[src/rtl/reg_dump_pkg.sv]
// Shared definitions for the register-file debug dumper: default sizes matching
// the CPU register file and the dump FSM state encoding.
package reg_dump_pkg;

  localparam int NREGS_DEF = 32;
  localparam int AW_DEF    = 5;
  localparam int DW_DEF    = 32;

  typedef enum logic [1:0] {
    ST_IDLE = 2'd0,
    ST_READ = 2'd1,
    ST_SEND = 2'd2
  } state_t;

endpackage

[src/rtl/reg_dump_if.sv]
// Bundles the spare register-file read port and the (address, data) output stream.
// Stream handshake: a word transfers on a rising edge where out_valid && out_ready; once
// out_valid is high, out_addr/out_data/out_last hold stable until that edge; out_ready
// carries no meaning while out_valid is low.
interface reg_dump_if
  import reg_dump_pkg::*;
#(
  parameter int AW = AW_DEF,
  parameter int DW = DW_DEF
);

  logic [AW-1:0] R_addr;
  logic [DW-1:0] R_data;
  logic          out_valid;
  logic          out_ready;
  logic [AW-1:0] out_addr;
  logic [DW-1:0] out_data;
  logic          out_last;

  modport master (
    output R_addr,
    input  R_data,
    output out_valid,
    input  out_ready,
    output out_addr,
    output out_data,
    output out_last
  );

  modport slave (
    input  R_addr,
    output R_data,
    input  out_valid,
    output out_ready,
    input  out_addr,
    input  out_data,
    input  out_last
  );

endinterface

[src/rtl/reg_dump.sv]
// Walks register addresses 0..NREGS-1 through one read port and streams each
// captured word out as an (address, data) pair; never writes the register file.
module reg_dump
  import reg_dump_pkg::*;
#(
  parameter int NREGS = NREGS_DEF,
  parameter int AW    = AW_DEF,
  parameter int DW    = DW_DEF
) (
  input  logic       clk,
  input  logic       rst,
  input  logic       start,
  output logic       busy,
  output logic       done,
  output state_t     dbg_state_o,
  reg_dump_if.master dump
);

  localparam logic [AW-1:0] LAST_IDX = AW'(NREGS - 1);

  state_t        state_q, state_d;
  logic [AW-1:0] idx_q, idx_d;
  logic          out_valid_q, out_valid_d;
  logic [AW-1:0] out_addr_q, out_addr_d;
  logic [DW-1:0] out_data_q, out_data_d;
  logic          out_last_q, out_last_d;
  logic          done_q, done_d;

  always_ff @(posedge clk) begin
    if (rst) begin
      state_q     <= ST_IDLE;
      idx_q       <= '0;
      out_valid_q <= 1'b0;
      out_addr_q  <= '0;
      out_data_q  <= '0;
      out_last_q  <= 1'b0;
      done_q      <= 1'b0;
    end else begin
      state_q     <= state_d;
      idx_q       <= idx_d;
      out_valid_q <= out_valid_d;
      out_addr_q  <= out_addr_d;
      out_data_q  <= out_data_d;
      out_last_q  <= out_last_d;
      done_q      <= done_d;
    end
  end

  // Each word is sampled in its own READ cycle, so register writes landing
  // before that cycle show up in the dump and later ones do not.
  always_comb begin
    state_d     = state_q;
    idx_d       = idx_q;
    out_valid_d = out_valid_q;
    out_addr_d  = out_addr_q;
    out_data_d  = out_data_q;
    out_last_d  = out_last_q;
    done_d      = 1'b0;
    case (state_q)
      ST_IDLE: begin
        if (start) begin
          idx_d   = '0;
          state_d = ST_READ;
        end
      end
      ST_READ: begin
        out_data_d  = dump.R_data;
        out_addr_d  = idx_q;
        out_last_d  = (idx_q == LAST_IDX);
        out_valid_d = 1'b1;
        state_d     = ST_SEND;
      end
      ST_SEND: begin
        if (out_valid_q && dump.out_ready) begin
          out_valid_d = 1'b0;
          if (idx_q == LAST_IDX) begin
            done_d  = 1'b1;
            state_d = ST_IDLE;
          end else begin
            idx_d   = idx_q + AW'(1);
            state_d = ST_READ;
          end
        end
      end
      default: state_d = ST_IDLE;
    endcase
  end

  assign dump.R_addr    = (state_q == ST_IDLE) ? '0 : idx_q;
  assign dump.out_valid = out_valid_q;
  assign dump.out_addr  = out_addr_q;
  assign dump.out_data  = out_data_q;
  assign dump.out_last  = out_last_q;
  assign busy           = (state_q != ST_IDLE);
  assign done           = done_q;
  assign dbg_state_o    = state_q;

endmodule

[src/flat_wrapper.sv]
// flat-port wrapper written by rule: the top's interface ports become plain ports
module reg_dump_flat import reg_dump_pkg::*;
#(
  parameter int NREGS = NREGS_DEF,
  parameter int AW    = AW_DEF,
  parameter int DW    = DW_DEF
)
  (clk, rst, start, busy, done, dbg_state_o, dump_R_addr, dump_R_data, dump_out_valid, dump_out_ready, dump_out_addr, dump_out_data, dump_out_last);
  reg_dump_if #(.AW(AW), .DW(DW)) dump_i ();
  input  logic clk;
  input  logic rst;
  input  logic start;
  output logic busy;
  output logic done;
  output state_t dbg_state_o;
  output wire logic [$bits(dump_i.R_addr)-1:0] dump_R_addr;
  input wire logic [$bits(dump_i.R_data)-1:0] dump_R_data;
  output wire logic [$bits(dump_i.out_valid)-1:0] dump_out_valid;
  input wire logic [$bits(dump_i.out_ready)-1:0] dump_out_ready;
  output wire logic [$bits(dump_i.out_addr)-1:0] dump_out_addr;
  output wire logic [$bits(dump_i.out_data)-1:0] dump_out_data;
  output wire logic [$bits(dump_i.out_last)-1:0] dump_out_last;
  assign dump_R_addr = dump_i.R_addr;
  assign dump_i.R_data = dump_R_data;
  assign dump_out_valid = dump_i.out_valid;
  assign dump_i.out_ready = dump_out_ready;
  assign dump_out_addr = dump_i.out_addr;
  assign dump_out_data = dump_i.out_data;
  assign dump_out_last = dump_i.out_last;
  reg_dump #(.NREGS(NREGS), .AW(AW), .DW(DW)) u_core (.clk(clk), .rst(rst), .start(start), .busy(busy), .done(done), .dbg_state_o(dbg_state_o), .dump(dump_i));
endmodule
[config.mk]
export PLATFORM = sky130hd
export DESIGN_NAME = reg_dump_flat
export DESIGN_NICKNAME = d
export VERILOG_FILES = /design/src/rtl/reg_dump_pkg.sv /design/src/rtl/reg_dump_if.sv /design/src/rtl/reg_dump.sv /design/src/flat_wrapper.sv
export SDC_FILE = /design/constraint.sdc
export NUM_CORES = 1
export LEC_CHECK = 0
export CAP_MARGIN = 20
export CORE_ASPECT_RATIO = 1.75
export CORE_MARGIN = 2
export CORE_UTILIZATION = 55
export DETAILED_ROUTE_END_ITERATION = 12
export DONT_BUFFER_PORTS = 1
export GPL_TIMING_DRIVEN = 0
export PLACE_DENSITY = 0.72
export SLEW_MARGIN = 30
export SYNTH_ARGS = -nofsm -noshare
export SYNTH_HDL_FRONTEND = slang
export SYNTH_SLANG_ARGS = --single-unit
[constraint.sdc]
create_clock -name clk -period 4.15 [get_ports clk]
set_input_delay 0.83 -clock clk [delete_from_list [all_inputs] [get_ports clk]]
set_output_delay 0.83 -clock clk [all_outputs]
set_load 0.05 [all_outputs]
==> impl_metrics.ini <==
[global_routing]
grt_pass1_wl_um = 5740
globalRouteTotalUtil_pct = 21.0
grt_pass1_vias = 1348
grt_start_max_net_pins = 14
overflow = 0
grt_antenna_before_repair = 0

[synth]
async_reset_ff_share_pct = 0
synth_edf_count = 0
synth_nets = 256
ys_seq_area_share_pct = 53.4
ys_ff_latch = 47
synth_area_leaders = dfxtp_1, nand2_1, a21oi_1, nor2b_1, buf_2
synth_top_area_share_pct = 53.4
syn-cell-area_mm2 = 0.00176
yosys.area.top_type = dfxtp_1
synth_cell_types = 28
synthTopCellsByCount = nand2_1, dfxtp_1, a21oi_1
yosysMostFrequentCell = nand2_1
avgSynthCellArea_um2 = 8.09
ys_warn_count = 0
synthCells = 218
yosys_most_used_dff = dfxtp_1

[route]
drt_iter0_drc = 34
routedWlPerCell_um = 13.9
vias_per_cell = 5.26
num_vias = 1415
ant_nets = 0
drc = 0
drt_wl_total_um = 3750
drt_first_pass_iters = 4

[sta]
worst_pin_slew_ns = 0.928
finalSetupTns_ns = 0
skew_ns = 0.00327
clock.fmax_mhz = 341
rsz0062_at_grt = false
slew_headroom_pct = 38.0
period_minus_slack_ns = 2.93
hold_ws_ns = 0.511
finalSetupViolCount = 0
post-route-period-util_pct = 70.7
final_hold_viol_count = 0
slew_viol_final = 0

[clock_network]
clkTransAtPathRegs_ns = 0.08
clockBufferDepth = 2
cts_tree = done
cts_max_level = 2
cts_setup_buffers = 0
cts_made_buffers = 5
root_buffer = clkbuf_8
holdBufCountCts = 0
insertion_delay_ns = 0.29
cts_resized = 0
cts_num_sinks = 47

[hold_path]
hold_path.class = reg -> reg
min_path_cells = 2

[power]
power.density_mw_per_mm2 = 469
p_total_w = 0.000900
leakagePower_nw = 0.701
ir_worst_vdd_v = 0.000379

[worst_setup_path]
path_cells = buf_2 -> nor2_1 -> nor2b_1
path_class = reg -> out
reg2regPathDepth = 6
cpPeakStageDelay_ns = 0.78
end_kind = primary output
r2r_slack_ns = 2.21
arrival_ns = 2.10
worst_path_max_delay_cell = nor2b_1
cp_max_fo = 10
start_kind = register
crit_required_ns = 3.32

[layout]
drive_above_1_share_pct = 7.08
fin_cells = 269
finalNetCount = 263
fill_cells = 297
ff_latch_area_um2 = 941
multi_input_area_um2 = 738
fin_area_mm2 = 0.00192
diodes = 0
area_growth_pct = 8.73

[floorplanning]
core_area_mm2 = 0.00311
io_pins = 84
die-area_mm2 = 0.00369
start_util_pct = 56.7
rows = 27
die_h_um = 78.9
die_w_um = 46.8

[placed_design]
dpl_cell_area_mm2 = 0.00182
globalplace.congestion = 0.714
dp.final_hpwl_um = 2850
io_buffer_count = 0
placed_cells = 261

[job]
maxCapViolations = 0

[outcome]
status = complete, no violations
final cells by class:
cell class,count,area share (%)
inverter,3,0.587
sequential,47,49.1
multi-input combinational,154,38.5
buffer,14,3.79
tap,43,2.81
clock buffer,8,5.22
cells in the final DEF, fill, tap and decap left out:
master / netlist / routed
o31ai_1: 1 / 1
a31oi_1: 1 / 1
a21o_1: 1 / 1
ha_1: 2 / 2
and3_1: 2 / 2
a221oi_1: 1 / 1
or4_1: 1 / 1
and2b_1: 1 / 1
nor3_1: 1 / 1
buf_2: 7 / 7
clkbuf_8: 0 / 7
o21ai_0: 1 / 1
a211oi_1: 1 / 1
a21oi_1: 39 / 39
nand2b_1: 2 / 2
nand4b_1: 2 / 2
and4b_1: 1 / 1
clkbuf_1: 5 / 6
dfxtp_1: 47 / 47
inv_1: 3 / 3
nor2_1: 7 / 7
buf_6: 1 / 1
nand3_1: 3 / 3
buf_4: 1 / 1
a32o_1: 2 / 2
nand2_1: 77 / 77
nor2b_1: 6 / 6
a31o_1: 1 / 1
or2_1: 1 / 1
metrics by stage:
stage | setup slack, ns | utilization [%]
after global placement | 1.53 | 58.5
final | 1.22 | 61.7
after global routing | 1.12 | 61.7
after floorplan | 1.61 | -
after CTS | 1.20 | 61.7
after detailed placement | 1.54 | 58.5
final timing paths:
kind / endpoint / from
max: dump_R_addr[4] / u_core.dbg_state_o[1]
min: u_core.dump.out_addr[3] / u_core.idx_q[3]
max reg2reg: u_core.idx_q[3] / u_core.idx_q[0]
min reg2reg: u_core.dump.out_addr[3] / u_core.idx_q[3]
cell families (layout without fill, tap and decap cells):
kind of cell             after synthesis  in the layout  share of synthesized area [%]
buffers and inverters                 17             25                           4.76
AND/OR/NAND/NOR                      104            104                           25.3
AO/OA/AOI/OAI                         48             48                           15.1
adder cells (fa/ha/maj)                2              2                           1.42
flip-flops                            47             47                           53.4
power by group:
part | internal [W] | switching, W | total [W]
clock | 0.000152 | 0.000133 | 0.000284
sequential | 0.000469 | 0.0000770 | 0.000546
combinational | 0.0000228 | 0.0000467 | 0.0000695
worst max-delay path: cells and delay by family (launching register included):
kind                   cells  cell delay (ns)
buffers and inverters      1             0.28
and+or+nand+nor            2             0.90
DFF                        1             0.64
flip-flops by register name, indices dropped and copies added (netlist names):
name	cells
u_core.dump.out_data	32
u_core.dump.out_valid	1
u_core.done	1
u_core.dump.out_last	1
u_core.dbg_state_o	2
u_core.idx_q	5
u_core.dump.out_addr	5
per-layer routing:
layer	part of all wire (%)	wire length, um	global-route usage, %
met2	54	2030	38.6
met1	37	1380	19.5
met4	1.2	46	8.06
met3	7.8	294	7.50
met5	0	0	0
Power figures use the tool's default switching activity.
